==> config.mk <==
export PLATFORM = sky130hd
export DESIGN_NAME = fetch_sequencer
export DESIGN_NICKNAME = d
export VERILOG_FILES = /design/src/rtl/nic8_pkg.sv /design/src/rtl/fetch_sequencer_pc_counter.sv /design/src/rtl/fetch_sequencer.sv
export SDC_FILE = /design/constraint.sdc
export NUM_CORES = 1
export LEC_CHECK = 0
export ABC_AREA = 1
export ABC_CLOCK_PERIOD_IN_PS = 1700
export CAP_MARGIN = 20
export CORE_MARGIN = 5
export CORE_UTILIZATION = 49
export DETAILED_ROUTE_END_ITERATION = 12
export GPL_TIMING_DRIVEN = 0
export PLACE_DENSITY = 0.79
export SYNTH_ARGS = -nofsm -noshare
export SYNTH_HDL_FRONTEND = slang
export SYNTH_SLANG_ARGS = --single-unit
==> constraint.sdc <==
create_clock -name clk -period 1.7 [get_ports clk]
set_clock_uncertainty 0.1 [all_clocks]
set_input_delay 0.17 -clock clk [delete_from_list [all_inputs] [get_ports clk]]
set_output_delay 0.17 -clock clk [all_outputs]
set_load 0.1 [all_outputs]
==> src/rtl/nic8_pkg.sv <==
// Shared types and constants for the nic8 fetch stage.
// Holds the sequencer state encoding, IR field positions and reset PC.
package nic8_pkg;

  typedef enum logic [1:0] {
    FETCH     = 2'd0,
    EXEC      = 2'd1,
    STEP_WAIT = 2'd2,
    HALT      = 2'd3
  } state_t;

  localparam int IR_BIT7    = 7;
  localparam int IR_DEST_HI = 6;
  localparam int IR_DEST_LO = 4;
  localparam int IR_BIT3    = 3;
  localparam int IR_SRC_HI  = 2;
  localparam int IR_SRC_LO  = 0;

  localparam int RESET_PC = 0;

endpackage

==> src/rtl/fetch_sequencer_pc_counter.sv <==
// Program counter register: load, increment or hold.
// Arithmetic wraps modulo 2^W; reset is synchronous.
module pc_counter
  import nic8_pkg::*;
#(
  parameter int W = 8
) (
  input  logic         clk,
  input  logic         reset,
  input  logic         load,
  input  logic         inc,
  input  logic [W-1:0] din,
  output logic [W-1:0] q
);

  // Load has priority over increment; otherwise hold.
  always_ff @(posedge clk) begin
    if (reset)     q <= W'(RESET_PC);
    else if (load) q <= din;
    else if (inc)  q <= q + W'(1);
  end

endmodule

==> src/rtl/fetch_sequencer.sv <==
// Fetch stage: owns PC and IR, sequences FETCH/EXEC, halts on self-jump.
// Optional SINGLE_STEP_EN adds stepReq and a STEP_WAIT state after EXEC.
module fetch_sequencer
  import nic8_pkg::*;
#(
  parameter int PC_W     = 8,
  parameter int ICOUNT_W = 16
) (
  input  logic                clk,
  input  logic                reset,
  input  logic [7:0]          romData,
  input  logic [7:0]          dbus,
  input  logic                assertRom,
  input  logic                doJumpBar,
  output logic [PC_W-1:0]     romAddr,
  output logic [7:0]          ir,
  output logic                execPhase,
  output logic                halted,
  output logic [ICOUNT_W-1:0] icount
`ifdef SINGLE_STEP_EN
  ,
  input  logic                stepReq
`endif
);

  state_t state, state_n;

  logic [PC_W-1:0] instr_addr;
  logic [PC_W-1:0] target;
  logic            pc_load;
  logic            pc_inc;
  logic            ir_load;
  logic            retire;
  logic            exec_n;
  logic            halt_n;
  logic            self_jump;

  assign target    = PC_W'(dbus);
  assign self_jump = !doJumpBar && (target == instr_addr);

  pc_counter #(.W(PC_W)) u_pc (
    .clk   (clk),
    .reset (reset),
    .load  (pc_load),
    .inc   (pc_inc),
    .din   (target),
    .q     (romAddr)
  );

  // State, IR, opcode address and status registers.
  always_ff @(posedge clk) begin
    if (reset) begin
      state      <= FETCH;
      ir         <= 8'h00;
      instr_addr <= PC_W'(RESET_PC);
      execPhase  <= 1'b0;
      halted     <= 1'b0;
      icount     <= '0;
    end else begin
      state     <= state_n;
      execPhase <= exec_n;
      halted    <= halt_n;
      if (ir_load) begin
        ir         <= romData;
        instr_addr <= romAddr;
      end
      if (retire) icount <= icount + ICOUNT_W'(1);
    end
  end

  // Next state and PC control; jump beats the immediate skip.
  always_comb begin
    state_n = state;
    pc_load = 1'b0;
    pc_inc  = 1'b0;
    ir_load = 1'b0;
    retire  = 1'b0;
    exec_n  = 1'b0;
    halt_n  = halted;
    unique case (state)
      FETCH: begin
        ir_load = 1'b1;
        pc_inc  = 1'b1;
        exec_n  = 1'b1;
        state_n = EXEC;
      end
      EXEC: begin
        retire = 1'b1;
        if (self_jump) begin
          halt_n  = 1'b1;
          state_n = HALT;
        end else begin
          if (!doJumpBar)    pc_load = 1'b1;
          else if (assertRom) pc_inc = 1'b1;
`ifdef SINGLE_STEP_EN
          state_n = STEP_WAIT;
`else
          state_n = FETCH;
`endif
        end
      end
      STEP_WAIT: begin
`ifdef SINGLE_STEP_EN
        if (stepReq) state_n = FETCH;
`else
        state_n = FETCH;
`endif
      end
      HALT: begin
        state_n = HALT;
      end
    endcase
  end

endmodule
==> metrics.yaml, run 1 <==
timing:
  final.period_utilization_pct: 96.7
  slew_viol_final: 0
  final.min_clock_period_ns: 1.64
  finalSetupViolCount: 0
  relSlewSlack_pct: 55.4
  finalHoldViolCount: 0
  timing.fmax_mhz: 609
  rsz0062_at_grt: "no"
  tightest_slew_ns: 0.669
  fin_ws_ns: 0.0568
  hold_ws_ns: 0.0581
finish:
  design_area_sq_mm: 0.00296
  postLayoutCoreUtil_pct: 68.0
  layout-drive-gt1-share_pct: 29.7
  area_delta_synth_final_pct: 35.0
  final_nets: 378
  antennaDiodeCount: 0
floorplan:
  die_area_sq_mm: 0.00591
  start_util_pct: 50.3
  pin_count: 54
  die_w_um: 76.9
  rows: 24
  coreArea_sq_mm: 0.00435
  die_h_um: 76.9
global_routing:
  grtUsageTotal_pct: 18.0
  grt_max_degree: 14
  first_global_vias: 2002
  grt-ovfl-total: 0
  grt_pass1_wl_mm: 8.76
  antenna_found_initial: 0
yosys:
  yosysUniqueCellTypes: 32
  yosysWarnings: 0
  synth.most_common_cell: "nand2_1"
  synth_flop_cell: "dfxtp_1"
  post-synth-top-area-fraction_pct: 40.2
  synth_top_area_cell: "dfxtp_1"
  syn_nets: 319
  yosysSeqAreaShare_pct: 40.2
  synth_seq_cells: 44
  avgSynthCellArea_sq_um: 7.38
  syn_inst: 297
  yosys-top-cells-area: "dfxtp_1, nand2_1, nand3_1, inv_1, nand3_2"
  postSynth.asyncResetShare_pct: 0
  ys_top_cells_by_count: "nand2_1, dfxtp_1, inv_1, nand3_1, nor2_1"
  synth_edf_count: 0
  netlist_area_sq_mm: 0.00219
placement:
  placed_cell_area_sq_mm: 0.00282
  numPortBuffers: 52
  routabilityCongestion: 0.848
  dp_hpwl_mm: 3.91
  pre_cts_slack_ns: -0.200
clocking:
  htreeDepth: 2
  root_buffer: "clkbuf_8"
  cts_tree: "built"
  insertion_delay_ns: 0.30
  cts_setup_buffers: 0
  cts_max_path_buffers: 2
  post_cts_resized: 102
  cts_sinks: 44
  cts_buffers: 5
  clkTransAtPathRegs_ns: 0.08
  hold_buffers: 0
power:
  ir_drop_uv: 452
  p_leak_uw: 0.00121
  p_sw_share_pct: 35.1
  p_int_uw: 1580
  comb_power_share_pct: 25.7
  powerDensity_mw_per_mm2: 823
  p_clk_share_pct: 28.1
  p_total_uw: 2440
  seqPwrFrac_pct: 46.2
  switching_power_uw: 856
worst_setup_path:
  cp-end-kind: "output port"
  worstPathBufferInverterCount: 1
  crit_slowest_cell: "clkdlybuf4s15_2"
  crit_type: "reg2out"
  worst_setup_path_start_kind: "flop"
  crit_fanout: 6
  cp_data_required_time_ns: 1.43
  cp_slowest_stage_delay_ns: 0.60
  arrival_ns: 1.37
  cp_top_family: "buffers and inverters"
  path_cells: "clkdlybuf4s15_2"
routing:
  drt_pass1_iterations: 4
  wl_mm: 5.15
  drc: 0
  wl_per_cell_um: 12.6
  ant_nets: 0
  post_drt_via_cell_ratio: 5.08
  initialDrtViolationCount: 79
  vias: 2078
run_status:
  status: "complete, no violations"
job:
  cap_violations: 0
worst_hold_path:
  hp-class: "in2reg"
[logic make-up after synthesis]
kind of cell,count (synthesis),share of synthesized area (%)
fa+ha+maj,2,1.14
flops,44,40.2
buf+inv,48,9.25
compound gates,38,10.3
xor+xnor,6,2.40
simple gates,159,36.8
[power by group through the flow]
stage	sequential [uW]	clock (uW)	combinational, uW
after floorplan	1420	0	196
after CTS	1130	709	629
after detailed placement	1150	0	639
after global routing	1130	749	667
after global placement	1150	0	631
final	1130	685	626
[layout by cell type, fill, tap and decap left out, drive strengths merged]
master,count
clkdlybuf4s50,18
o22ai,3
ha,2
nand3b,3
buf,4
clkbuf,10
xnor2,3
nor3,10
or2,1
a21oi,18
o21bai,1
and3,1
nand3,35
o21ai,15
a211oi,1
dfxtp,44
inv,42
nand2,85
xor2,3
nand4,1
clkdlybuf4s15,34
nor2,23
[final timing paths]
| check | end | from | slack (ns) | cells past startpoint |
|---|---|---|---|---|
| worst max register to register | u_pc.q[5] | instr_addr[4] | 0.13 | 9 |
| worst min-delay path | u_pc.q[7] | reset | 0.06 | 2 |
| worst min register to register | halted | halted | 0.35 | 2 |
| worst max-delay path | romAddr[6] | u_pc.q[6] | 0.06 | 1 |
[per-stage QoR]
stage | setup TNS [ns] | instances
after floorplan | 0 | 297
after global placement | -1.81 | 401
after detailed placement | -2.09 | 401
after CTS | 0 | 409
after global routing | 0 | 409
final | 0 | 409
[registers in the layout, indices dropped and copies added, names as in the netlist]
name	flops
execPhase	1
halted	1
icount	16
instr_addr	8
ir	8
state	2
u_pc.q	8
[area by class of cell]
type | instances | area (sq um)
Multi-Input combinational cell | 205 | 1110
Clock inverter | 1 | 6.26
Timing Repair Buffer | 52 | 563
Inverter | 41 | 156
Buffer | 7 | 46.3
Sequential cell | 44 | 927
Clock buffer | 7 | 86.3
Tap cell | 52 | 65.1
Fill cell | 371 | 1400
[metal layers]
layer  routed length, um  vias to the layer above  GRT usage (%)
met5                   0                        -              0
met4                 112                        0           9.79
met3                 301                       10           3.40
met2                2460                       65           30.5
met1                2290                      936           21.2
li1                    -                     1067              -
Note: power is estimated with default switching activity, not from simulation.
==> inputs of run 2 (changes only) <==
Settings changed: ABC_CLOCK_PERIOD_IN_PS 1700 to default, SKIP_CTS_REPAIR_TIMING from default to 1.
==> metrics.yaml, run 2 (same netlist as run 1, synthesis figures left out) <==
finish:
  layout_common_cells: "nand2_1, inv_1, nand3_1, dfxtp_1, clkbuf_2"
  ff_latch_area_sq_um: 927
  area_delta_synth_final_pct: 29.4
  final_common_cell: "nand2_1"
  top_register: "icount"
  multi_input_area_sq_mm: 0.00111
  final_nets: 378
  antennaDiodeCount: 0
  largest_reg_flops: 16
  design_area_sq_mm: 0.00284
  fillers: 392
  layout-drive-gt1-share_pct: 26.3
timing:
  timing.fmax_mhz: 605
  relSlewSlack_pct: 34.4
  slew_viol_final: 0
  rsz0062_at_grt: "no"
  finalSetupTns_ns: 0
  hold_ws_ns: 0.0568
  tightest_slew_ns: 0.983
  final.period_utilization_pct: 97.3
  final.min_clock_period_ns: 1.65
  finalSetupViolCount: 0
  finalHoldViolCount: 0
floorplan:
  rows: 24
  coreArea_sq_mm: 0.00435
  pin_count: 54
  start_util_pct: 50.3
  die_w_um: 76.9
  die_h_um: 76.9
  die_area_sq_mm: 0.00591
power:
  p_leak_uw: 0.00142
  ir_drop_uv: 447
  p_total_uw: 2420
  powerDensity_mw_per_mm2: 854
worst_setup_path:
  arrival_ns: 1.38
  worstRegToRegCells: 9
  worst_setup_path_start_kind: "flop"
  reg2reg_to: "u_pc.q[5]"
  worstPathBufferInverterCount: 1
  reg2reg_from: "instr_addr[4]"
  cp_slowest_stage_delay_ns: 0.75
  crit_fanout: 2
  ff2ff_setup_slack_ns: 0.13
  path_cells: "dlymetal6s2s_1"
  cp_data_required_time_ns: 1.43
  crit_type: "reg2out"
  crit_slowest_cell: "dlymetal6s2s_1"
  cp_top_family: "buffers and inverters"
  cp-end-kind: "output port"
routing:
  drc: 0
  drt_pass1_iterations: 4
  vias: 2065
  wl_mm: 5.15
  initialDrtViolationCount: 110
  wl_per_cell_um: 12.6
  ant_nets: 0
  post_drt_via_cell_ratio: 5.05
global_routing:
  first_global_vias: 2002
  grt_pass1_wl_mm: 8.76
  grtUsageTotal_pct: 18.0
  antenna_found_initial: 0
  grt-ovfl-total: 0
  grt_max_degree: 14
clocking:
  cts_max_path_buffers: 2
  cts_tree: "built"
  insertion_delay_ns: 0.30
  cts_sinks: 44
  clkTransAtPathRegs_ns: 0.08
  htreeDepth: 2
  cts_buffers: 5
  root_buffer: "clkbuf_8"
run_status:
  status: "complete, no violations"
placement:
  routabilityCongestion: 0.848
  placed_cell_area_sq_mm: 0.00282
  numPortBuffers: 52
  dp_hpwl_mm: 3.91
worst_hold_path:
  hp-class: "in2reg"
  hp-start: "reset"
  whs_endpoint: "u_pc.q[7]"
  hold_depth: 2
job:
  cap_violations: 0
## run 2: cell count changes in the layout (fill, tap and decap cells not counted), sizes merged
| cell | change |
|---|---|
| dlymetal6s2s | +12 |
| clkdlybuf4s15 | -34 |
| clkbuf | +22 |
## run 2: worst max path at each step
stage	from	slack (ns)	end	depth (start not counted)
after CTS	u_pc.q[6]	-0.53	romAddr[6]	1
final	ir[0]	0.05	ir[0]	1
after global routing	icount[6]	0.001	icount[6]	1
after global placement	u_pc.q[6]	-0.19	romAddr[6]	1
after detailed placement	u_pc.q[6]	-0.20	romAddr[6]	1
after floorplan	u_pc.q[4]	0.02	u_pc.q[7]	7
## run 2: stage by stage
stage / instances / util [%] / setup slack [ns]
2_1_floorplan: 297 / - / 0.0206
3_3_place_gp: 401 / 64.9 / -0.189
3_5_place_dp: 401 / 64.9 / -0.200
4_1_cts: 409 / 67.0 / -0.530
5_1_grt: 409 / 65.1 / 0.00116
6_report: 409 / 65.1 / 0.0463
## run 2: report_power, final
group          internal (uW)  switching [uW]  total (uW)
clock network            332             357         688
logic                    156             455         611
registers               1080            46.1        1120
total                   1570             857        2420
## run 2: cell type report
cell class                      count  share of cell area, %
Inverter                           41                   5.51
Timing Repair Buffer               52                   15.5
Sequential cell                    44                   32.7
Clock inverter                      1                  0.221
Clock buffer                        7                   3.04
Tap cell                           52                   2.29
Multi-Input combinational cell    205                   39.1
Buffer                              7                   1.63
## run 2: per-layer routing
layer,vias up,GRT usage [%],part of all wire [%]
met3,10,3.40,4.2
met2,55,30.5,49
met5,-,0,0
met4,0,9.79,2.2
met1,931,21.2,45
li1,1069,-,-
## run 2: worst reg2reg max path, stage by stage, from the launching register on
cell and delay [ns]:
dfxtp_1 0.33, xnor2_1 0.21, nand2_1 0.12, nor2_4 0.12, nand2_4 0.11, nand2_4 0.11
buf_12 0.14, nand2_1 0.05, nand2_1 0.08, a21oi_2 0.05
==> inputs of run 3 (changes only) <==
Settings changed: HOLD_SLACK_MARGIN from default to 0.08.
==> metrics.yaml, run 3 (same netlist as run 1, synthesis figures left out) <==
clocking:
  cts_sinks: 44
  cts_max_path_buffers: 2
  insertion_delay_ns: 0.30
  htreeDepth: 2
  cts_buffers: 5
  root_buffer: "clkbuf_8"
  cts_tree: "built"
  clkTransAtPathRegs_ns: 0.08
global_routing:
  first_global_vias: 2002
  grt_pass1_wl_mm: 8.76
  grt_max_degree: 14
  grtUsageTotal_pct: 18.0
  grt-ovfl-total: 0
  antenna_found_initial: 0
timing:
  timing.fmax_mhz: 604
  finalSetupViolCount: 0
  finalHoldViolCount: 0
  relSlewSlack_pct: 34.3
  slew_viol_final: 0
  finalSetupTns_ns: 0
  final.min_clock_period_ns: 1.66
  tightest_slew_ns: 0.983
  rsz0062_at_grt: "no"
  final.period_utilization_pct: 97.4
routing:
  vias: 2054
  wl_mm: 5.17
  drt_pass1_iterations: 4
  ant_nets: 0
  initialDrtViolationCount: 108
  post_drt_via_cell_ratio: 5.01
  wl_per_cell_um: 12.6
  drc: 0
floorplan:
  rows: 24
  die_w_um: 76.9
  start_util_pct: 50.3
  pin_count: 54
  coreArea_sq_mm: 0.00435
  die_h_um: 76.9
  die_area_sq_mm: 0.00591
worst_hold_path:
  hold_depth: 3
  hp-class: "in2reg"
  whs_endpoint: "ir[2]"
  hp-start: "romData[2]"
worst_setup_path:
  cp_slowest_stage_delay_ns: 0.75
  ff2ff_setup_slack_ns: 0.13
  arrival_ns: 1.39
  crit_type: "reg2out"
  path_cells: "dlymetal6s2s_1"
  cp_data_required_time_ns: 1.43
  reg2reg_from: "instr_addr[4]"
  crit_fanout: 2
  worst_setup_path_start_kind: "flop"
  worstPathBufferInverterCount: 1
  crit_slowest_cell: "dlymetal6s2s_1"
  cp-end-kind: "output port"
  reg2reg_to: "u_pc.q[5]"
  cp_top_family: "buffers and inverters"
  worstRegToRegCells: 9
  crit_path_start: "ir[0]"
finish:
  antennaDiodeCount: 0
  instances_no_fill: 410
  final_nets: 379
  area_delta_synth_final_pct: 29.9
  largest_reg_flops: 16
  final_common_cell: "nand2_1"
  top_register: "icount"
  layout-drive-gt1-share_pct: 26.3
  layout_common_cells: "nand2_1, inv_1, nand3_1, dfxtp_1, clkbuf_2"
power:
  ir_drop_uv: 447
  p_leak_uw: 0.00142
  p_total_uw: 2430
  powerDensity_mw_per_mm2: 853
placement:
  routabilityCongestion: 0.848
  numPortBuffers: 52
  placed_cells: 401
  dp_hpwl_mm: 3.91
job:
  cap_violations: 0
run_status:
  status: "complete, no violations"
-- run 3: cell count changes in the layout (fill, tap and decap cells not counted) --
| cell | change |
|---|---|
| dlygate4sd3_1 | +1 |
-- run 3: layout make-up --
cell class | instances | area [sq um]
inverters | 41 | 156
clock inverters | 1 | 6.26
clock buffers | 7 | 86.3
fillers | 391 | 1510
flip-flops and latches | 44 | 927
well taps | 52 | 65.1
plain buffers | 7 | 46.3
repair buffers | 53 | 450
multi-input cells | 205 | 1110
-- run 3: worst min-delay path, cell delays in order --
cell and delay, ns:
clkdlybuf4s50_1 0.39, nand2_1 0.06, nand2_1 0.04
-- run 3: per-stage QoR --
stage | setup WS, ns | hold WS [ns] | utilization (%) | instance area [sq um]
CTS | -0.530 | 0.0558 | 67.0 | 2920
global placement | -0.189 | 0.340 | 64.9 | 2820
finish | 0.0446 | 0.304 | 65.4 | 2850
global route | 0.00116 | 0.308 | 65.4 | 2850
floorplan | 0.0206 | 0.173 | - | 2240
detailed placement | -0.200 | 0.347 | 64.9 | 2820
-- run 3: layer usage --
layer  wire length (um)  global-route usage (%)  part of all wire [%]
met1               2340                    21.2                    45
met2               2510                    30.5                    49
met3                204                    3.40                   3.9
met4                112                    9.79                   2.2
met5                  0                       0                     0
-- run 3: power breakdown --
part / internal [uW] / switching (uW)
clock: 332 / 358
sequential: 1080 / 46.4
combinational: 158 / 455
-- run 3: worst max path at each step --
stage	to	slack [ns]	depth (start not counted)
finish	ir[0]	0.04	1
global route	icount[6]	0.001	1
CTS	romAddr[6]	-0.53	1
detailed placement	romAddr[6]	-0.20	1
global placement	romAddr[6]	-0.19	1
floorplan	u_pc.q[7]	0.02	7
